[config.mk]
export PLATFORM = sky130hd
export DESIGN_NAME = io_output_buffer
export DESIGN_NICKNAME = d
export VERILOG_FILES = /design/src/rtl/io_output_buffer.sv
export SDC_FILE = /design/constraint.sdc
export NUM_CORES = 1
export LEC_CHECK = 0
export BUFFER_PORTS_ARGS = -buffer_cell sky130_fd_sc_hd__buf_2
export CAP_MARGIN = 15
export CORE_ASPECT_RATIO = 0.75
export CORE_MARGIN = 3
export CORE_UTILIZATION = 50
export CTS_CLUSTER_DIAMETER = 80
export DETAILED_ROUTE_END_ITERATION = 10
export PLACE_DENSITY = 0.67
export SLEW_MARGIN = 20
export SYNTH_ARGS = -nofsm -noshare
export SYNTH_HDL_FRONTEND = slang
export SYNTH_SLANG_ARGS = --single-unit
[constraint.sdc]
create_clock -name clock -period 6.2 [get_ports clock]
set_input_delay 1.24 -clock clock [delete_from_list [all_inputs] [get_ports clock]]
set_output_delay 1.24 -clock clock [all_outputs]
set_load 0.05 [all_outputs]
[src/rtl/io_output_buffer.sv]
// io_output_buffer
// Captures every CPU output word (out/outFlag) into a small FIFO without ever
// stalling the core, then serializes each word MSB-first as bytes over a
// valid/ready stream. Reports occupancy and a sticky overflow flag for words
// that arrived while the FIFO was full and nothing was leaving.
module io_output_buffer #(
    parameter int WIDTH    = 24,
    parameter int DEPTH    = 8,
    parameter int PTRWIDTH = 3
) (
    input  logic                clock,
    input  logic                reset,
    input  logic                outFlag,
    input  logic [WIDTH-1:0]    out,
    input  logic                clearOverflow,
    input  logic                byteReady,
    output logic                byteValid,
    output logic [7:0]          byteData,
    output logic [PTRWIDTH:0]   fifoCount,
    output logic                fifoEmpty,
    output logic                fifoFull,
    output logic                overflow,
    output logic                busy
);

    localparam int BYTES = WIDTH / 8;
    localparam int IDXW  = (BYTES > 1) ? $clog2(BYTES) : 1;
    localparam logic [PTRWIDTH:0] DEPTH_C  = (PTRWIDTH + 1)'(DEPTH);
    localparam logic [IDXW-1:0]   LAST_IDX = IDXW'(BYTES - 1);

    typedef enum logic [0:0] {
        ST_IDLE = 1'b0,
        ST_SEND = 1'b1
    } state_t;

    state_t              r_state;
    state_t              w_state_nxt;
    logic [WIDTH-1:0]    r_mem [DEPTH];
    logic [PTRWIDTH-1:0] r_wr_ptr;
    logic [PTRWIDTH-1:0] r_rd_ptr;
    logic [PTRWIDTH:0]   r_count;
    logic                r_overflow;
    logic [WIDTH-1:0]    r_shift;
    logic [IDXW-1:0]     r_byte_idx;

    logic                w_pop;
    logic                w_advance;
    logic                w_push;
    logic                w_drop;
    logic                w_overflow_nxt;

    // Serializer next-state: pop from IDLE, advance or chain words in SEND.
    // The chain decision uses the registered count, so a word written on the
    // same edge the last byte completes is picked up from IDLE a cycle later.
    always_comb begin
        w_state_nxt = r_state;
        w_pop       = 1'b0;
        w_advance   = 1'b0;
        case (r_state)
            ST_IDLE: begin
                if (r_count != {(PTRWIDTH + 1){1'b0}}) begin
                    w_pop       = 1'b1;
                    w_state_nxt = ST_SEND;
                end else begin
                    w_state_nxt = ST_IDLE;
                end
            end
            ST_SEND: begin
                if (byteReady) begin
                    if (r_byte_idx != LAST_IDX) begin
                        w_advance   = 1'b1;
                        w_state_nxt = ST_SEND;
                    end else if (r_count != {(PTRWIDTH + 1){1'b0}}) begin
                        w_pop       = 1'b1;
                        w_state_nxt = ST_SEND;
                    end else begin
                        w_state_nxt = ST_IDLE;
                    end
                end else begin
                    w_state_nxt = ST_SEND;
                end
            end
            default: begin
                w_state_nxt = ST_IDLE;
            end
        endcase
    end

    // Write acceptance: a full FIFO still takes a word when a pop frees a slot
    // on the same edge; otherwise the word is dropped and overflow latches.
    always_comb begin
        w_push = outFlag & ((r_count != DEPTH_C) | w_pop);
        w_drop = outFlag & ~w_push;
        if (w_drop) begin
            w_overflow_nxt = 1'b1;
        end else if (clearOverflow) begin
            w_overflow_nxt = 1'b0;
        end else begin
            w_overflow_nxt = r_overflow;
        end
    end

    // Serializer state register.
    always_ff @(posedge clock or negedge reset) begin
        if (!reset) begin
            r_state <= ST_IDLE;
        end else begin
            r_state <= w_state_nxt;
        end
    end

    // FIFO pointers, occupancy and sticky overflow.
    always_ff @(posedge clock or negedge reset) begin
        if (!reset) begin
            r_wr_ptr   <= {PTRWIDTH{1'b0}};
            r_rd_ptr   <= {PTRWIDTH{1'b0}};
            r_count    <= {(PTRWIDTH + 1){1'b0}};
            r_overflow <= 1'b0;
        end else begin
            r_overflow <= w_overflow_nxt;
            if (w_push) begin
                r_wr_ptr <= r_wr_ptr + PTRWIDTH'(1);
            end
            if (w_pop) begin
                r_rd_ptr <= r_rd_ptr + PTRWIDTH'(1);
            end
            case ({w_push, w_pop})
                2'b10:   r_count <= r_count + (PTRWIDTH + 1)'(1);
                2'b01:   r_count <= r_count - (PTRWIDTH + 1)'(1);
                default: r_count <= r_count;
            endcase
        end
    end

    // FIFO storage; contents are meaningless until written, so no reset.
    always_ff @(posedge clock) begin
        if (w_push) begin
            r_mem[r_wr_ptr] <= out;
        end
    end

    // Shift register: the current byte always sits in the top 8 bits, so a
    // finished word leaves its last byte visible while idle.
    always_ff @(posedge clock or negedge reset) begin
        if (!reset) begin
            r_shift    <= {WIDTH{1'b0}};
            r_byte_idx <= {IDXW{1'b0}};
        end else if (w_pop) begin
            r_shift    <= r_mem[r_rd_ptr];
            r_byte_idx <= {IDXW{1'b0}};
        end else if (w_advance) begin
            r_shift    <= r_shift << 8;
            r_byte_idx <= r_byte_idx + IDXW'(1);
        end
    end

    assign byteValid = (r_state == ST_SEND);
    assign byteData  = r_shift[WIDTH-1 -: 8];
    assign fifoCount = r_count;
    assign fifoEmpty = (r_count == {(PTRWIDTH + 1){1'b0}});
    assign fifoFull  = (r_count == DEPTH_C);
    assign overflow  = r_overflow;
    assign busy      = (r_state != ST_IDLE) | (r_count != {(PTRWIDTH + 1){1'b0}});

endmodule

* Word-level counts from Yosys, hierarchy flattened
Memory sizes are Yosys's and may differ from the RTL's.
Index checks and enable logic that the tools add are counted.
** Word-level totals
- Register bits :: 38
- RAM bits :: 192
- Word-level logic and storage cells :: 48
- Memories kept :: 1
** Operators by class
- Add/sub/neg operators :: 5
- Equal/unequal tests :: 5
- Muxes and demuxes :: 19
- Bitwise gates (word level) :: 6
- Reduce and logical (&&, ||, !) cells :: 5
** Memory list
- r_mem :: depth 8, bits a word 24, rd ports 1, clocked after Yosys merged registers in 0, wr ports 1, RTL line 38 : logic [WIDTH-1:0] r_mem [DEPTH];
** Operators with widths (count)
- 24-bit 2-to-1 mux :: 2
- 1-bit 2-to-1 mux :: 12
- 4-bit case mux with 2 select lines :: 1
- 3-bit by 1-bit adder with 3-bit output, second input constant :: 2
- 2-bit nonzero test :: 3
- 4-bit by 1-bit adder with 4-bit output, second input constant :: 1
- 4-bit equality test, second input constant :: 1
- 4-bit zero test :: 1
- 2-bit 2-to-1 mux :: 2
- 4-bit inequality test, second input constant :: 1
- 1-bit case mux with 2 select lines :: 2
- 4-bit nonzero test :: 1
- 4-bit by 1-bit subtractor with 4-bit output, second input constant :: 1
- 2-bit by 1-bit adder with 2-bit output, second input constant :: 1
- 1-bit bitwise AND :: 2
- 2-bit by 1-bit equality test with 1-bit output, second input constant :: 1
- 2-bit equality test, second input constant :: 1
- 2-bit inequality test, second input constant :: 1
- 1-bit NOT :: 2
- 1-bit OR :: 2

* Logic depth before layout (Yosys ltp)
Gate-level depths: netlist of the first run.
- Depth after elaboration :: 10
- Mapped depth :: 9

* Worst setup path after synthesis of the first run
No wires, ideal clock.
- Path kind :: input to register
- Start point :: in outFlag
- End point :: mem r_mem[1][0] (enable)
- Library setup time :: 435 ps
- Arrival time :: 3351 ps
- Path slack :: 2414 ps
- Cell stages on the path :: 3
- Buffers on the path :: 1
- Cells stage by stage :: clkbuf_1 > nand2_1 > nor3_1
** On the way
- Cells in the longest elaborated chain, start to end :: 3
** RTL lines
- start: declaration :: RTL line 13 : input logic outFlag,
- 1-bit bitwise AND :: RTL line 92 : w_push = outFlag & ((r_count != DEPTH_C) | w_pop);
- 1-bit 2-to-1 mux :: RTL line 137 : if (w_push) begin
- 1-bit 2-to-1 mux (not written as such) :: RTL line 138 : r_mem[r_wr_ptr] <= out;
- end: declaration :: RTL line 38
Every way passes these cells.

* Worst setup path in the final report of the first run
- Start point :: reg r_count[1] (netlist: fifoCount[1])
- End point :: out fifoEmpty
** On the way
- Cells in the longest elaborated chain, start to end :: 1
** RTL lines
- start: declaration :: RTL line 41 : logic [PTRWIDTH:0] r_count;
- start signal: assignment :: RTL line 117 : r_count <= {(PTRWIDTH + 1){1'b0}};
- start signal: assignment :: RTL line 128 : 2'b10: r_count <= r_count + (PTRWIDTH + 1)'(1);
- start signal: assignment :: RTL line 129 : 2'b01: r_count <= r_count - (PTRWIDTH + 1)'(1);
- 4-bit zero test :: RTL line 160 : assign fifoEmpty = (r_count == {(PTRWIDTH + 1){1'b0}});
- end: declaration :: RTL line 20 : output logic fifoEmpty,
Every way passes these cells.

==> metrics.md, run 1 <==
| Metric | Value |
|---|---|
| Status | `finished, final reports clean` |
| CP peak stage delay | `0.62 ns` |
| Layout net count | `560` |
| # fillers | `1330` |
| Post-route non-filler standard cell count | `782` |
| Via count | `4376` |
| Post-Syn Area | `9230 sq um` |
| Vias in the first global route | `4492` |
| Largest net degree at the start of global routing | `52` |
| Worst setup path startpoint | `fifoCount[1]$_DFFE_PN0P_` |
| Fmax | `311 MHz` |
| Max-slew violation count | `0` |
| Sum Neg Setup Slack | `0 ns` |
| Drt total wl | `17.0 mm` |
| CTS tree | `yes` |
| Count of input and output buffers | `45` |
| Routed WL per cell | `21.7 microns` |
| Post-DRT Antenna Nets | `0` |
| Htree depth | `1` |
| Post-Synthesis Cells | `476` |
| 1st-iter DRT viols | `357` |
| Number of library cell types mapped by synthesis | `42` |
| Post_cts resized | `0` |
| Crit start category | `flip-flop` |
| Final setup violation count | `0` |
| DP HPWL | `10.0 mm` |
| Syn_nets | `511` |
| Top cells by count, synth | `edfxtp_1 (192), mux4_2 (42), dfrtp_1 (38), mux2i_1 (26), nand2_1 (26)` |
| Clk sinks | `230` |
| Routed vias/inst | `5.60` |
| Synth Flop Type | `edfxtp_1` |
| Share of the yosys chip area belonging to registers | `72.8%` |
| Initial antenna violation count | `1` |
| CTS Buffer Depth | `3` |
| Root Driver | `clkbuf_16` |
| Most frequent cell after synthesis | `edfxtp_1` |
| CP Buf/Inv Count | `2` |
| Synthesis-to-finish area growth | `12.7%` |
| Worst-skew pair later-pin latency | `0.51 ns` |
| Row count | `42` |
| Power Density | `485 nW/um^2` |
| Layout cell share with drive strength beyond 1 | `31.9%` |
| Ys async rst share | `16.5%` |
| Avg Cell Area, Syn | `19.4 sq um` |
| Global route overflow | `0` |
| CTS Hold Bufs | `0` |
| Skew final | `0.00919 ns` |
| Synth top area share | `62.5%` |
| Dpl cells | `743` |
| Pre-CTS worst setup slack | `3.04 ns` |
| Rel. slew slack | `35.5%` |
| Crit-path slowest cell | `or4_4` |
| VDD IR max | `0.000253 V` |
| TritonRoute pass-1 iters | `4` |
| Setup crit end kind | `primary output` |
| DRC errors left | `0` |
| Hold path start | `overflow$_DFFE_PN0P_` |
| RSZ-0062 raised after global routing | `false` |
| I/O pin total | `46` |
| Synth area leader | `edfxtp_1` |
| Synth warn | `0` |
| CP Max Fanout | `7` |
| Worst-path clk slew | `0.06 ns` |
| Post-route worst setup slack | `2.98 ns` |
| Worst r2r src | `r_rd_ptr[0]$_DFFE_PN0N_` |
| Final Hold Viols | `0` |
| Yosys reg bits | `230` |
| Initial Util | `51.7%` |
| Crit path max-delay family | `simple AND/OR/NAND/NOR gates` |
| Core area | `17900 sq um` |
| Die Ht | `124 microns` |
| Critical-path cell list | `or4_4 -> clkinv_4 -> buf_2` |
| Static Leakage | `3.65 nW` |
| Post CTS Setup Buffer Count | `0` |
| Worst EP arrival | `1.98 ns` |
| Worst path required time | `4.96 ns` |
| DP Area | `9660 sq um` |
| CTS buffer count | `22` |
| Setup CP Type | `flip-flop to primary output` |
| GRT Util Overall | `17.5%` |
| Number of synthesized flops with an enable pin | `192` |
| Min-Delay Path Class | `flip-flop to flip-flop` |
| Full die area | `20100 sq um` |
| Final instance area | `10400 sq um` |
| Ant diodes | `0` |
| Die X | `163 microns` |
| Max Cap Violations | `0` |
| Area contributors post-synth | `edfxtp_1 (62%), dfrtp_1 (10%), mux4_2 (10%), mux2i_1 (2.8%), mux2_2 (2.3%)` |
| Tcrit/Tclk final | `51.9%` |
| Global-route wire length before repair | `26.4 mm` |
| Worst-Margin Slew | `0.965 ns` |
| Final Wtd Congestion | `0.774` |
| Tot Pwr | `0.00504 W` |
| Min Tclk post-route | `3.22 ns` |
## per-layer routing
layer  global-route usage (%)  wire [microns]  vias up
met5                        0              11        -
met4                     3.86             294        2
met3                     3.59             883       25
met2                     26.1            7580      103
met1                     27.3            8230     2265
li1                         -               -     1981
## stage by stage
step	util, %	hold slack [ns]
2_1_floorplan	-	0.458
3_3_place_gp	54.1	0.486
3_5_place_dp	54.1	0.508
4_1_cts	58.2	0.522
5_1_grt	58.2	0.545
6_report	58.2	0.521
## worst min-delay path: stages, from the launching register on
cell and delay (ns):
dfrtp_1 0.37, inv_1 0.05, o21ai_0 0.06
## power by group
| group | total [W] | switching [W] | internal, W |
|---|---|---|---|
| Clock | 0.00135 | 0.000562 | 0.000784 |
| Sequential | 0.00215 | 0.000161 | 0.00198 |
| Combinational | 0.00155 | 0.000900 | 0.000650 |
| Total | 0.00504 | 0.00162 | 0.00342 |
## final cells by class
| type | instances | area [sq um] | area share [%] |
|---|---|---|---|
| repair buffers | 56 | 308 | 2.96 |
| clock inverters | 16 | 186 | 1.79 |
| well taps | 242 | 303 | 2.91 |
| inverters | 6 | 27.5 | 0.265 |
| clock buffers | 23 | 554 | 5.33 |
| flip-flops and latches | 230 | 6720 | 64.6 |
| multi-input cells | 209 | 2300 | 22.2 |
## placed cells by master, fill, tap and decap left out, drive strengths merged, types with 2 or more instances in the layout
cell type,count
edfxtp,192
buf,56
mux4,48
dfrtp,38
mux2i,26
nand2,26
clkbuf,23
mux2,19
o21ai,19
a21oi,18
nor2,12
clkinv,12
xnor2,8
inv,6
ha,5
nand3,4
nor3,3
bufinv,3
nand2b,2
nor2b,2
a22o,2
a21boi,2
## final timing paths
kind                                            to  slack (ns)  cells past startpoint
hold / removal                overflow$_DFFE_PN0P_        0.52                      2
setup / recovery                         fifoEmpty        2.98                      3
min in group asynchronous  r_shift[15]$_DFFE_PN0P_        0.84                      1
setup reg to reg            r_shift[5]$_DFFE_PN0P_        3.39                      4
hold reg to reg               overflow$_DFFE_PN0P_        0.52                      2
max in group asynchronous  r_rd_ptr[2]$_DFFE_PN0N_        4.77                      1
## sequential cells by signal, indices dropped and copies added, names as in the netlist
register / flops
byteValid: 1
fifoCount: 4
r_byte_idx: 2
r_rd_ptr: 3
r_shift: 24
r_wr_ptr: 3
r_mem: 192
overflow: 1
## cells by family after synthesis
family	synth area share, %
DFF	72.8
buffers and inverters	2.60
AOI/OAI and AO/OA	2.89
and+or+nand+nor	2.89
xor gates and xnor gates	0.854
muxes	17.1
adders and majority gates	0.895
No activity file was read; power rests on OpenSTA's default activity.
==> run 2: changes to the inputs <==
Clock period 6.2 ns to 3.2 ns, I/O delays scaled along.
==> metrics.md, run 2 (synthesis results as in run 1) <==
| Metric | Value |
|---|---|
| Status | `finished, final reports clean (unchanged)` |
| Worst-skew pair later-pin latency | `0.50 ns (was 0.51 ns)` |
| I/O pin total | `46 (unchanged)` |
| DRC errors left | `0 (unchanged)` |
| Ant diodes | `0 (unchanged)` |
| Static Leakage | `3.69 nW (was 3.65 nW)` |
| Initial Util | `51.7% (unchanged)` |
| Row count | `42 (unchanged)` |
| Final Wtd Congestion | `0.826 (was 0.774)` |
| Worst-Margin Slew | `1.04 ns (was 0.965 ns)` |
| RSZ-0062 raised after global routing | `false (unchanged)` |
| Die X | `163 microns (unchanged)` |
| Layout Utilization | `58.6% (was 58.2%)` |
| Root Driver | `clkbuf_16 (unchanged)` |
| Rel. slew slack | `30.8% (was 35.5%)` |
| GRT Util Overall | `18.2% (was 17.5%)` |
| CP Max Fanout | `7 (unchanged)` |
| Final Hold Viols | `0 (unchanged)` |
| Largest Register | `r_mem (unchanged)` |
| Post_cts resized | `0 (unchanged)` |
| Pre-CTS worst setup slack | `0.643 ns (was 3.04 ns)` |
| Post-DRT Antenna Nets | `0 (unchanged)` |
| Sum Neg Setup Slack | `0 ns (unchanged)` |
| Met1 global-route usage | `27.7% (was 27.3%)` |
| Synthesis-to-finish area growth | `13.4% (was 12.7%)` |
| Clk sinks | `230 (unchanged)` |
| Routed WL per cell | `22.1 microns (was 21.7 microns)` |
| Global-route wire length before repair | `27.3 mm (was 26.4 mm)` |
| Htree depth | `1 (unchanged)` |
| Post CTS Setup Buffer Count | `0 (unchanged)` |
| Via count | `4416 (was 4376)` |
| Skew final | `0.0195 ns (was 0.00919 ns)` |
| CTS buffer count | `23 (was 22)` |
| Die Ht | `124 microns (unchanged)` |
| Worst EP arrival | `1.96 ns (was 1.98 ns)` |
| Max reg flops | `192 (unchanged)` |
| Final setup violation count | `0 (unchanged)` |
| Fmax | `385 MHz` |
| Min-Delay Path Class | `input port to async pin (was flip-flop to flip-flop)` |
| Max Cap Violations | `0 (unchanged)` |
| 1st-iter DRT viols | `374 (was 357)` |
| Setup CP Type | `flip-flop to primary output (unchanged)` |
| Global route overflow | `0 (unchanged)` |
| Post-route worst setup slack | `0.601 ns (was 2.98 ns)` |
| Full die area | `20100 sq um (unchanged)` |
| VDD IR max | `0.000494 V (was 0.000253 V)` |
| Max-slew violation count | `0 (unchanged)` |
| Crit start category | `flip-flop (unchanged)` |
| Worst-path clk slew | `0.06 ns (about the same)` |
| Hold slack | `0.254 ns (was 0.521 ns)` |
| Largest net degree at the start of global routing | `52 (unchanged)` |
| Drt total wl | `17.4 mm (was 17.0 mm)` |
| Most frequent cells in the layout | `edfxtp_1 (192), buf_2 (45), mux4_2 (42) (unchanged)` |
| Power Density | `943 nW/um^2 (was 485 nW/um^2)` |
| Setup crit end kind | `primary output (unchanged)` |
| Routed vias/inst | `5.60 (about the same)` |
| Core area | `17900 sq um (unchanged)` |
| Busiest grt layer | `met2 (was met1)` |
| Min Tclk post-route | `2.60 ns` |
| Count of input and output buffers | `45 (unchanged)` |
| DP HPWL | `10.7 mm (was 10.0 mm)` |
| Worst path required time | `2.56 ns (was 4.96 ns)` |
| TritonRoute pass-1 iters | `4 (unchanged)` |
| Layout cell share with drive strength beyond 1 | `31.4% (was 31.9%)` |
| Grt met3 use | `3.19% (was 3.59%)` |
| GRT met2 Usage | `28.1% (was 26.1%)` |
| Most common cell after layout, fill and taps aside | `edfxtp_1 (unchanged)` |
| CTS Hold Bufs | `0 (unchanged)` |
| CTS Buffer Depth | `3 (unchanged)` |
| Layout net count | `566 (was 560)` |
| Initial antenna violation count | `0 (was 1)` |
| Vias in the first global route | `4591 (was 4492)` |
| Tcrit/Tclk final | `81.2%` |
| CTS tree | `yes (unchanged)` |
-- run 2: cell types whose count changed in the layout (fill, tap and decap cells not counted) --
cell / delta
buf_12: +2
buf_4: +3
clkbuf_1: +2
clkbuf_16: +1
clkinv_1: +4
clkinv_16: -1
clkinv_2: -2
clkinv_4: -1
clkinvlp_4: -1
nand2_1: +1
nand2_2: -1
nor3_2: -2
nor3_4: +2
-- run 2: final cells by class --
type / count / area (sq um)
inverters: 6 / 27.5
flip-flops and latches: 230 / 6720
fillers: 1341 / 7400
clock inverters: 15 / 145
repair buffers: 61 / 370
clock buffers: 26 / 587
well taps: 242 / 303
multi-input cells: 209 / 2310
-- run 2: path summary, 6_finish.rpt --
path                                           start                        to  slack [ns]  depth (start not counted)
max                         fifoCount[1]$_DFFE_PN0P_                 fifoEmpty        0.60                          3
min                                            reset   r_shift[17]$_DFFE_PN0P_        0.25                          1
max reg2reg                r_byte_idx[0]$_DFFE_PN0P_  fifoCount[3]$_DFFE_PN0P_        0.71                          9
min reg2reg                  r_wr_ptr[2]$_DFFE_PN0P_   r_wr_ptr[2]$_DFFE_PN0P_        0.51                          1
max in group asynchronous                      reset   r_rd_ptr[2]$_DFFE_PN0N_        2.36                          1
min in group clock                     clearOverflow      overflow$_DFFE_PN0P_        0.34                          2
-- run 2: worst max-delay path, stage by stage (launching register included) --
cell	delay, ns
dfrtp_1	0.46
or4_4	0.62
clkinv_4	0.11
buf_2	0.27
-- run 2: report_power, final --
part           leakage [nW]  switching [W]  internal, W  total [W]
combinational          1.11        0.00169      0.00133    0.00302
clock                 0.361        0.00105      0.00155    0.00260
sequential             2.21       0.000401      0.00384    0.00425
-- run 2: layer usage --
layer / up-vias / share of wire (%)
met5: - / 0
met4: 0 / 1.7
met3: 23 / 6.4
met2: 108 / 46
met1: 2283 / 46
li1: 2002 / -
-- run 2: metrics by stage --
stage / std cells / total power [W] / instance area, sq um
4_1_cts: 789 / 0.00998 / 10500
2_1_floorplan: 476 / 0.00650 / 9240
5_1_grt: 789 / 0.0104 / 10500
6_report: 789 / 0.00987 / 10500
3_5_place_dp: 748 / 0.00736 / 9730
3_3_place_gp: 748 / 0.00729 / 9730
